File: config.mk
export PLATFORM = sky130hd
export DESIGN_NAME = mem_master
export DESIGN_NICKNAME = d
export VERILOG_FILES = /design/src/rtl/mem_master.sv
export SDC_FILE = /design/constraint.sdc
export NUM_CORES = 1
export LEC_CHECK = 0
export ABC_AREA = 1
export BUFFER_PORTS_ARGS = -buffer_cell sky130_fd_sc_hd__buf_2
export CAP_MARGIN = 20
export CORE_ASPECT_RATIO = 0.7
export CORE_MARGIN = 4
export CORE_UTILIZATION = 50
export CTS_BUF_LIST = sky130_fd_sc_hd__clkbuf_4
export DETAILED_ROUTE_END_ITERATION = 7
export GPL_TIMING_DRIVEN = 0
export HOLD_SLACK_MARGIN = 0.05
export PLACE_DENSITY = 0.78
export SYNTH_ARGS = -nofsm -noshare
export SYNTH_HDL_FRONTEND = slang
export SYNTH_SLANG_ARGS = --single-unit
File: constraint.sdc
create_clock -name clk -period 1.94 [get_ports clk]
set_input_delay 0.097 -clock clk [delete_from_list [all_inputs] [get_ports clk]]
set_output_delay 0.097 -clock clk [all_outputs]
set_load 0.005 [all_outputs]
File: src/rtl/mem_master.sv
// Bus initiator for the 4096x12 main memory: READ, WRITE, ISZ-style INC and IND.
// Define MEM_AUTOINDEX_EN to enable PDP-8 auto-indexing of 12'o0010..12'o0017 on IND.
module mem_master (
    input  logic        clk,
    input  logic        reset_n,
    input  logic        cmd_valid,
    output logic        cmd_ready,
    input  logic [1:0]  cmd_op,
    input  logic [11:0] cmd_addr,
    input  logic [11:0] cmd_wdata,
    output logic        rsp_valid,
    output logic [11:0] rsp_data,
    output logic [11:0] rsp_addr,
    output logic        rsp_skip,
    output logic        ram_oe,
    output logic        ram_we,
    output logic [11:0] ram_addr,
    output logic [11:0] ram_wdata,
    input  logic [11:0] ram_rdata
);
    localparam int unsigned W = 12;

    localparam logic [1:0] OP_READ  = 2'd0;
    localparam logic [1:0] OP_WRITE = 2'd1;
    localparam logic [1:0] OP_INC   = 2'd2;

    // S_CMD is the setup cycle between acceptance and the first memory access.
    typedef enum logic [3:0] {
        S_IDLE   = 4'd0,
        S_CMD    = 4'd1,
        S_RD     = 4'd2,
        S_WR     = 4'd3,
        S_INC_RD = 4'd4,
        S_INC_WR = 4'd5,
        S_PTR_RD = 4'd6,
`ifdef MEM_AUTOINDEX_EN
        S_AIX_WR = 4'd7,
`endif
        S_TGT_RD = 4'd8
    } state_t;

    state_t      r_state;
    logic [1:0]  r_op;
    logic [W-1:0] r_addr;
    logic [W-1:0] r_wdata;
    logic        r_cmd_ready;
    logic        r_rsp_valid;
    logic [W-1:0] r_rsp_data;
    logic [W-1:0] r_rsp_addr;
    logic        r_rsp_skip;
    logic        r_ram_oe;
    logic        r_ram_we;
    logic [W-1:0] r_ram_addr;
    logic [W-1:0] r_ram_wdata;

    logic [W-1:0] w_inc;
    assign w_inc = W'(ram_rdata + 12'd1);

`ifdef MEM_AUTOINDEX_EN
    logic w_aix;
    assign w_aix = (r_addr[11:3] == 9'd1);
`endif

    always_ff @(posedge clk or negedge reset_n) begin
        if (!reset_n) begin
            r_state     <= S_IDLE;
            r_op        <= '0;
            r_addr      <= '0;
            r_wdata     <= '0;
            r_cmd_ready <= 1'b1;
            r_rsp_valid <= 1'b0;
            r_rsp_data  <= '0;
            r_rsp_addr  <= '0;
            r_rsp_skip  <= 1'b0;
            r_ram_oe    <= 1'b0;
            r_ram_we    <= 1'b0;
            r_ram_addr  <= '0;
            r_ram_wdata <= '0;
        end else begin
            r_rsp_valid <= 1'b0;
            case (r_state)
                S_IDLE: begin
                    if (cmd_valid) begin
                        r_op        <= cmd_op;
                        r_addr      <= cmd_addr;
                        r_wdata     <= cmd_wdata;
                        r_cmd_ready <= 1'b0;
                        r_state     <= S_CMD;
                    end
                end
                S_CMD: begin
                    r_ram_addr <= r_addr;
                    case (r_op)
                        OP_READ: begin
                            r_ram_oe <= 1'b1;
                            r_state  <= S_RD;
                        end
                        OP_WRITE: begin
                            r_ram_we    <= 1'b1;
                            r_ram_wdata <= r_wdata;
                            r_state     <= S_WR;
                        end
                        OP_INC: begin
                            r_ram_oe <= 1'b1;
                            r_state  <= S_INC_RD;
                        end
                        default: begin
                            r_ram_oe <= 1'b1;
                            r_state  <= S_PTR_RD;
                        end
                    endcase
                end
                S_RD, S_TGT_RD: begin
                    r_ram_oe    <= 1'b0;
                    r_rsp_data  <= ram_rdata;
                    r_rsp_addr  <= r_ram_addr;
                    r_rsp_skip  <= 1'b0;
                    r_rsp_valid <= 1'b1;
                    r_cmd_ready <= 1'b1;
                    r_state     <= S_IDLE;
                end
                S_WR: begin
                    r_ram_we    <= 1'b0;
                    r_rsp_data  <= r_ram_wdata;
                    r_rsp_addr  <= r_ram_addr;
                    r_rsp_skip  <= 1'b0;
                    r_rsp_valid <= 1'b1;
                    r_cmd_ready <= 1'b1;
                    r_state     <= S_IDLE;
                end
                S_INC_RD: begin
                    r_ram_oe    <= 1'b0;
                    r_ram_we    <= 1'b1;
                    r_ram_wdata <= w_inc;
                    r_state     <= S_INC_WR;
                end
                S_INC_WR: begin
                    r_ram_we    <= 1'b0;
                    r_rsp_data  <= r_ram_wdata;
                    r_rsp_addr  <= r_ram_addr;
                    r_rsp_skip  <= (r_ram_wdata == '0);
                    r_rsp_valid <= 1'b1;
                    r_cmd_ready <= 1'b1;
                    r_state     <= S_IDLE;
                end
                S_PTR_RD: begin
`ifdef MEM_AUTOINDEX_EN
                    if (w_aix) begin
                        // Write the bumped pointer back to the same location first.
                        r_ram_oe    <= 1'b0;
                        r_ram_we    <= 1'b1;
                        r_ram_wdata <= w_inc;
                        r_state     <= S_AIX_WR;
                    end else begin
                        r_ram_addr <= ram_rdata;
                        r_state    <= S_TGT_RD;
                    end
`else
                    r_ram_addr <= ram_rdata;
                    r_state    <= S_TGT_RD;
`endif
                end
`ifdef MEM_AUTOINDEX_EN
                S_AIX_WR: begin
                    r_ram_we   <= 1'b0;
                    r_ram_oe   <= 1'b1;
                    r_ram_addr <= r_ram_wdata;
                    r_state    <= S_TGT_RD;
                end
`endif
                default: begin
                    r_ram_oe    <= 1'b0;
                    r_ram_we    <= 1'b0;
                    r_cmd_ready <= 1'b1;
                    r_state     <= S_IDLE;
                end
            endcase
        end
    end

    assign cmd_ready = r_cmd_ready;
    assign rsp_valid = r_rsp_valid;
    assign rsp_data  = r_rsp_data;
    assign rsp_addr  = r_rsp_addr;
    assign rsp_skip  = r_rsp_skip;
    assign ram_oe    = r_ram_oe;
    assign ram_we    = r_ram_we;
    assign ram_addr  = r_ram_addr;
    assign ram_wdata = r_ram_wdata;
endmodule

# Word level (Yosys, flattened, before mapping)
# Cells that the tools add are included.
# Widths: inputs -> output; s select.
[totals]
reg_bits = 83
input_bits = 41
out_inout_bits = 53
word_cells = 63
[op_classes]
addsub = 1
n_eq_ne = 12
n_mux = 15
bitwise_logic = 3
reduce_logical = 19
[ops]
columns = ["operator", "count"]
rows = [
  ["$pmux 12 s2", 3],
  ["$pmux 4 s4", 1],
  ["$add 12x1->12 const B", 1],
  ["$eq 4x3->1 const B", 3],
  ["$logic_not 12->1", 1],
  ["$mux 12", 1],
  ["$reduce_or 4->1", 3],
  ["$reduce_and 2->1", 5],
  ["$pmux 3 s3", 1],
  ["$eq 4x2->1 const B", 2],
  ["$reduce_bool 2->1", 4],
  ["$ne 2x2->1 const B", 3],
  ["$pmux 1 s2", 3],
  ["$reduce_or 3->1", 2],
  ["$eq 4x1->1 const B", 1],
  ["$eq 4x4->1 const B", 1],
  ["$logic_not 4->1", 1],
  ["$mux 1", 4],
  ["$mux 4", 1],
  ["$reduce_or 2->1", 2],
  ["$not 1->1", 3],
  ["$pmux 1 s3", 1],
  ["$eq 2x1->1 const B", 1],
  ["$eq 2x2->1 const B", 1],
  ["$logic_not 2->1", 1],
]

# Depth between registers and ports, before layout
[depth]
ltp_word = 4
depth_mapped = 9
mapped_depth_nobuf = 8

# Worst setup path before layout
# Ideal clock, no wire load.
[synth_timing]
path_type = "register -> register"
start = "register r_state[1]"
end = "register r_ram_wdata[8] (netlist: ram_wdata[8])"
setup_ps = 123
arrival_time_ps = 1220
required_ps = 1817
path_slack_ps = 597
path_stages_with_launch = 8
n_path_buf = 1
synth_period_minus_slack_ps = 1343
cell_sequence = "dfrtp_1 -> nor2_4 -> nand2_2 -> inv_2 -> buf_4 -> nand2_1 -> o21ai_0 -> nand2_1"
[synth_via]
elab_chain_len = 3
elab_cells_between_ends = 6
cone_classes = "3 x eq/ne; 1 x mux; 2 x reduce/logical"
[synth_rtl]
columns = ["element", "line", "text"]
rows = [
  ["from (decl)", "42", "state_t r_state;"],
  ["from (signal assigned)", "66", "r_state <= S_IDLE;"],
  ["from (signal assigned)", "88", "r_state <= S_CMD;"],
  ["from (signal assigned)", "96", "r_state <= S_RD;"],
  ["$eq 4x1->1 or $eq 4x3->1 (tied branches)", "81", "case (r_state)"],
  ["$ne 2x2->1 (no source line) or $reduce_bool 2->1 (tied branches)", "--", ""],
  ["$reduce_and 2->1 (no source line)", "--", ""],
  ["to (signal assigned)", "100", "r_ram_wdata <= r_wdata;"],
  ["to (signal assigned)", "134", "r_ram_wdata <= w_inc;"],
  ["to (decl)", "54", "logic [W-1:0] r_ram_wdata;"],
]
# Several ways; a longest one is shown, not always the timed one.
# A chain may end at the register's enable or synchronous reset.

# Final worst setup path
[layout_timing]
start = "register r_state[2]"
end = "register r_rsp_data[3] (netlist: rsp_data[3])"
[layout_via]
elab_chain_len = 3
elab_cells_between_ends = 8
cone_classes = "4 x eq/ne; 1 x mux; 3 x reduce/logical"
[layout_rtl]
columns = ["element", "line", "text"]
rows = [
  ["$eq 4x3->1, or another cell as far along", "81", ""],
  ["$reduce_or 2->1 (no source line)", "--", ""],
  ["$pmux 12 s2 or $reduce_bool 2->1 (tied branches)", "--", ""],
  ["to (signal assigned)", "115", "r_rsp_data <= ram_rdata;"],
  ["to (signal assigned)", "124", "r_rsp_data <= r_ram_wdata;"],
  ["to (signal assigned)", "139", "r_rsp_data <= r_ram_wdata;"],
  ["to (decl)", "48", "logic [W-1:0] r_rsp_data;"],
]
# Several ways; a longest one is shown, not always the timed one.

==> summary.txt <==
Placed design
  – Dpl ws: 0.3206 ns
  – Routability-driven placement congestion ratio: 0.9787
  – Placed Cells: 691
  – HPWL after detailed placement: 7859 um
  – PortBufs: 93
  – Dpl cell area: 0.004498 mm2

Worst setup path
  – Worst R2R Start: r_state[2]
  – CP startpoint kind: flip-flop
  – CP required: 2.29 ns
  – Crit path max fanout: 10
  – Setup crit start: r_state[2]
  – Max incr delay on CP: 0.48 ns
  – CP Cell Sequence: inv_2 -> nor2_2 -> nand3_1 -> nand2_1 -> buf_4 -> nand2_1 -> nand3_1 -> nand2_1
  – Cell repeated most along the worst path: nand2_1
  – Critical path data arrival time: 2.05 ns
  – CP max stage cell: dfrtp_1
  – Kind of critical path: flip-flop to flip-flop
  – Crit end category: flip-flop

Timing
  – F_max: 0.5887 GHz
  – Slew @ Worst Pin: 0.4880 ns
  – Clock skew: 0.01726 ns
  – Worst setup margin: 0.2415 ns
  – Tcrit/Tclk final: 87.55%
  – RSZ-0062 raised after global routing: false
  – Setup violators final: 0
  – Endpoints failing hold: 0
  – Max-slew violation count: 0
  – Tmin final: 1.699 ns
  – Slew HR: 67.47%
  – Setup TNS: 0 ns

Global routing
  – Number of global-route vias before repair: 3645
  – Initial antenna violation count: 0
  – Total Routing Usage GR: 25.11%
  – Global route overflow: 0
  – Largest net degree at the start of global routing: 49
  – First-pass GRT wire length: 18060 um

Logic synthesis
  – Number of synthesis warnings: 0
  – Syn_area_per_cell: 7.775 um2
  – Unique masters post-synth: 29
  – Main synth FF type: dfrtp_1
  – Post-synth top cells: nand2_1, dfrtp_1, nor2_1
  – Yosys top cell by area: dfrtp_1
  – EDFF count, synth: 0
  – Asr flop ratio synth: 100.0%
  – Synth top area share: 52.89%
  – Post-Syn Instances: 499
  – Mapped Nets: 541
  – Sequential fraction of the synthesis area: 53.56%
  – Mapped Area: 0.003880 mm2
  – Post-synthesis register bit count: 83
  – Top-count cell post-synth: nand2_1
  – Top cells by area, synth: dfrtp_1, nand2_1, nand3_1, nor2_1, inv_1

Pwr
  – Cell Pwr Density: 1506 mW/mm2
  – Sequential power share: 40.7%
  – P_int: 0.004436 W
  – Logic pwr share: 44.3%
  – Switching Share: 41.81%
  – Peak supply drop: 0.7011 mV
  – Clock power share: 15.0%
  – Leak pwr: 2.750 nW
  – Switch Pwr: 0.003187 W

Hold path
  – Worst min path class: input port to asynchronous set/reset pin

Finish
  – Layout Cells excl Fill: 747
  – Synth-to-Final Area Change: 30.47%
  – Finished Core Util: 68.25%
  – # diodes: 0
  – Fin area: 0.005062 mm2
  – Fin nets: 686
  – Proportion of layout cells with a drive suffix above 1: 22.03%

Die
  – Die width: 113.3 um
  – DIE AREA: 0.009256 mm2
  – Core area: 0.007417 mm2
  – DIE HEIGHT: 81.70 um
  – Io pins: 94
  – Cell Rows: 26
  – Initial Util: 52.31%

Clock network
  – Root Driver: clkbuf_4
  – Post-CTS Setup Repair Bufs: 0
  – Clock sinks: 83
  – CTS tree: done
  – H-tree Lvls: 3
  – Post-cts gate resize count: 0
  – Clock Path Buffers: 2
  – CTS clk-pin slew, worst paths: 0.14 ns
  – Post-CTS Hold Buffers: 40
  – Clock network latency to the later pin of the worst-skew pair: 0.44 ns
  – TritonCTS buffer count: 9

Detailed routing
  – Avg WL per Cell: 14.59 um
  – DRC errors left: 0
  – DR vias/cell: 5.146
  – Final wirelength: 10900 um
  – DR vias: 3844
  – DRT Pass-1 Iters: 7
  – Post-route ant nets: 0
  – DR iter-0 viols: 427

Run status
  – Status: completed

Run
  – Max-capacitance violation count: 0
-- cells in the final DEF (no fill, tap or decap), types with 3 or more instances in the layout --
cell	Yosys	final
buf_2	8	100
o22ai_1	4	4
dlygate4sd3_1	0	40
dfrtp_1	82	82
a21oi_1	11	11
o21ai_1	5	5
nand3_1	35	35
clkbuf_4	0	10
inv_1	35	35
clkbuf_1	3	3
inv_2	7	7
nor2_1	36	36
nand2_2	3	3
buf_4	6	7
nand2_1	216	216
nand4_1	4	4
o21ai_0	25	25
-- registers in the layout (all words and copies together), names as in the netlist --
| name | count |
|---|---|
| cmd_ready | 1 |
| r_addr | 12 |
| r_op | 2 |
| r_state | 4 |
| r_wdata | 12 |
| ram_addr | 12 |
| ram_oe | 1 |
| ram_wdata | 12 |
| ram_we | 1 |
| rsp_addr | 12 |
| rsp_data | 12 |
| rsp_skip | 1 |
| rsp_valid | 1 |
-- metrics by stage --
step                hold WS [ns]  power, W
finish                    0.1438  0.007623
global route              0.1895  0.008290
CTS                       0.1310  0.007641
detailed placement       0.09183  0.006412
global placement          0.2912  0.006248
floorplan                -0.1986  0.005098
-- per-layer routing --
| metal | GRT usage (%) | vias to the layer above | wire length, um | share of wire, % |
|---|---|---|---|---|
| met4 | 8.043 | 0 | 263 | 2.4 |
| met1 | 34.77 | 1758 | 4835 | 44 |
| met5 | 0 | - | 0 | 0 |
| met3 | 6.775 | 32 | 1051 | 9.6 |
| met2 | 38.89 | 198 | 4747 | 44 |
| li1 | - | 1856 | - | - |
-- cells by family (layout without fill, tap and decap cells) --
kind of cell / after synthesis / count (layout) / share of synthesized area, %
fa+ha+maj: 1 / 1 / 0.3224
compound gates: 47 / 47 / 6.353
buf+inv: 60 / 210 / 6.837
simple gates: 305 / 305 / 32.25
flops: 83 / 83 / 53.56
xor+xnor: 3 / 3 / 0.6773
-- final timing paths --
check / endpoint / slack, ns / cells after the start
min: r_addr[5] / 0.14 / 2
max in group asynchronous: rsp_data[7] / 1.20 / 3
max: rsp_data[3] / 0.24 / 8
min reg2reg: rsp_addr[6] / 0.48 / 2
max reg2reg: rsp_data[3] / 0.24 / 8
min in group clk: r_addr[4] / 0.38 / 4
-- final cells by class --
type / instances / area [um2]
buffer: 18 / 107.6
clock buffer: 10 / 75.07
clock inverter: 6 / 88.84
fill: 628 / 2355
inverter: 42 / 157.7
multi-input combinational: 356 / 1536
sequential: 83 / 2078
tap: 98 / 122.6
timing repair buffer: 134 / 895.9
-- power groups by stage --
stage          Combinational, W  Sequential, W  Clock (W)
2_1_floorplan           0.00204        0.00306          0
3_3_place_gp            0.00315        0.00310          0
3_5_place_dp            0.00329        0.00313          0
4_1_cts                 0.00338        0.00309    0.00117
5_1_grt                 0.00386        0.00319    0.00124
6_report                0.00337        0.00310    0.00115
-- worst max-delay path: cells and delay by family, from the launching register on --
kind	cells	cell delay, ns
buffers and inverters	2	0.32
AND/OR/NAND/NOR	6	0.80
flip-flops	1	0.48
No activity file was read; power rests on OpenSTA's default activity.
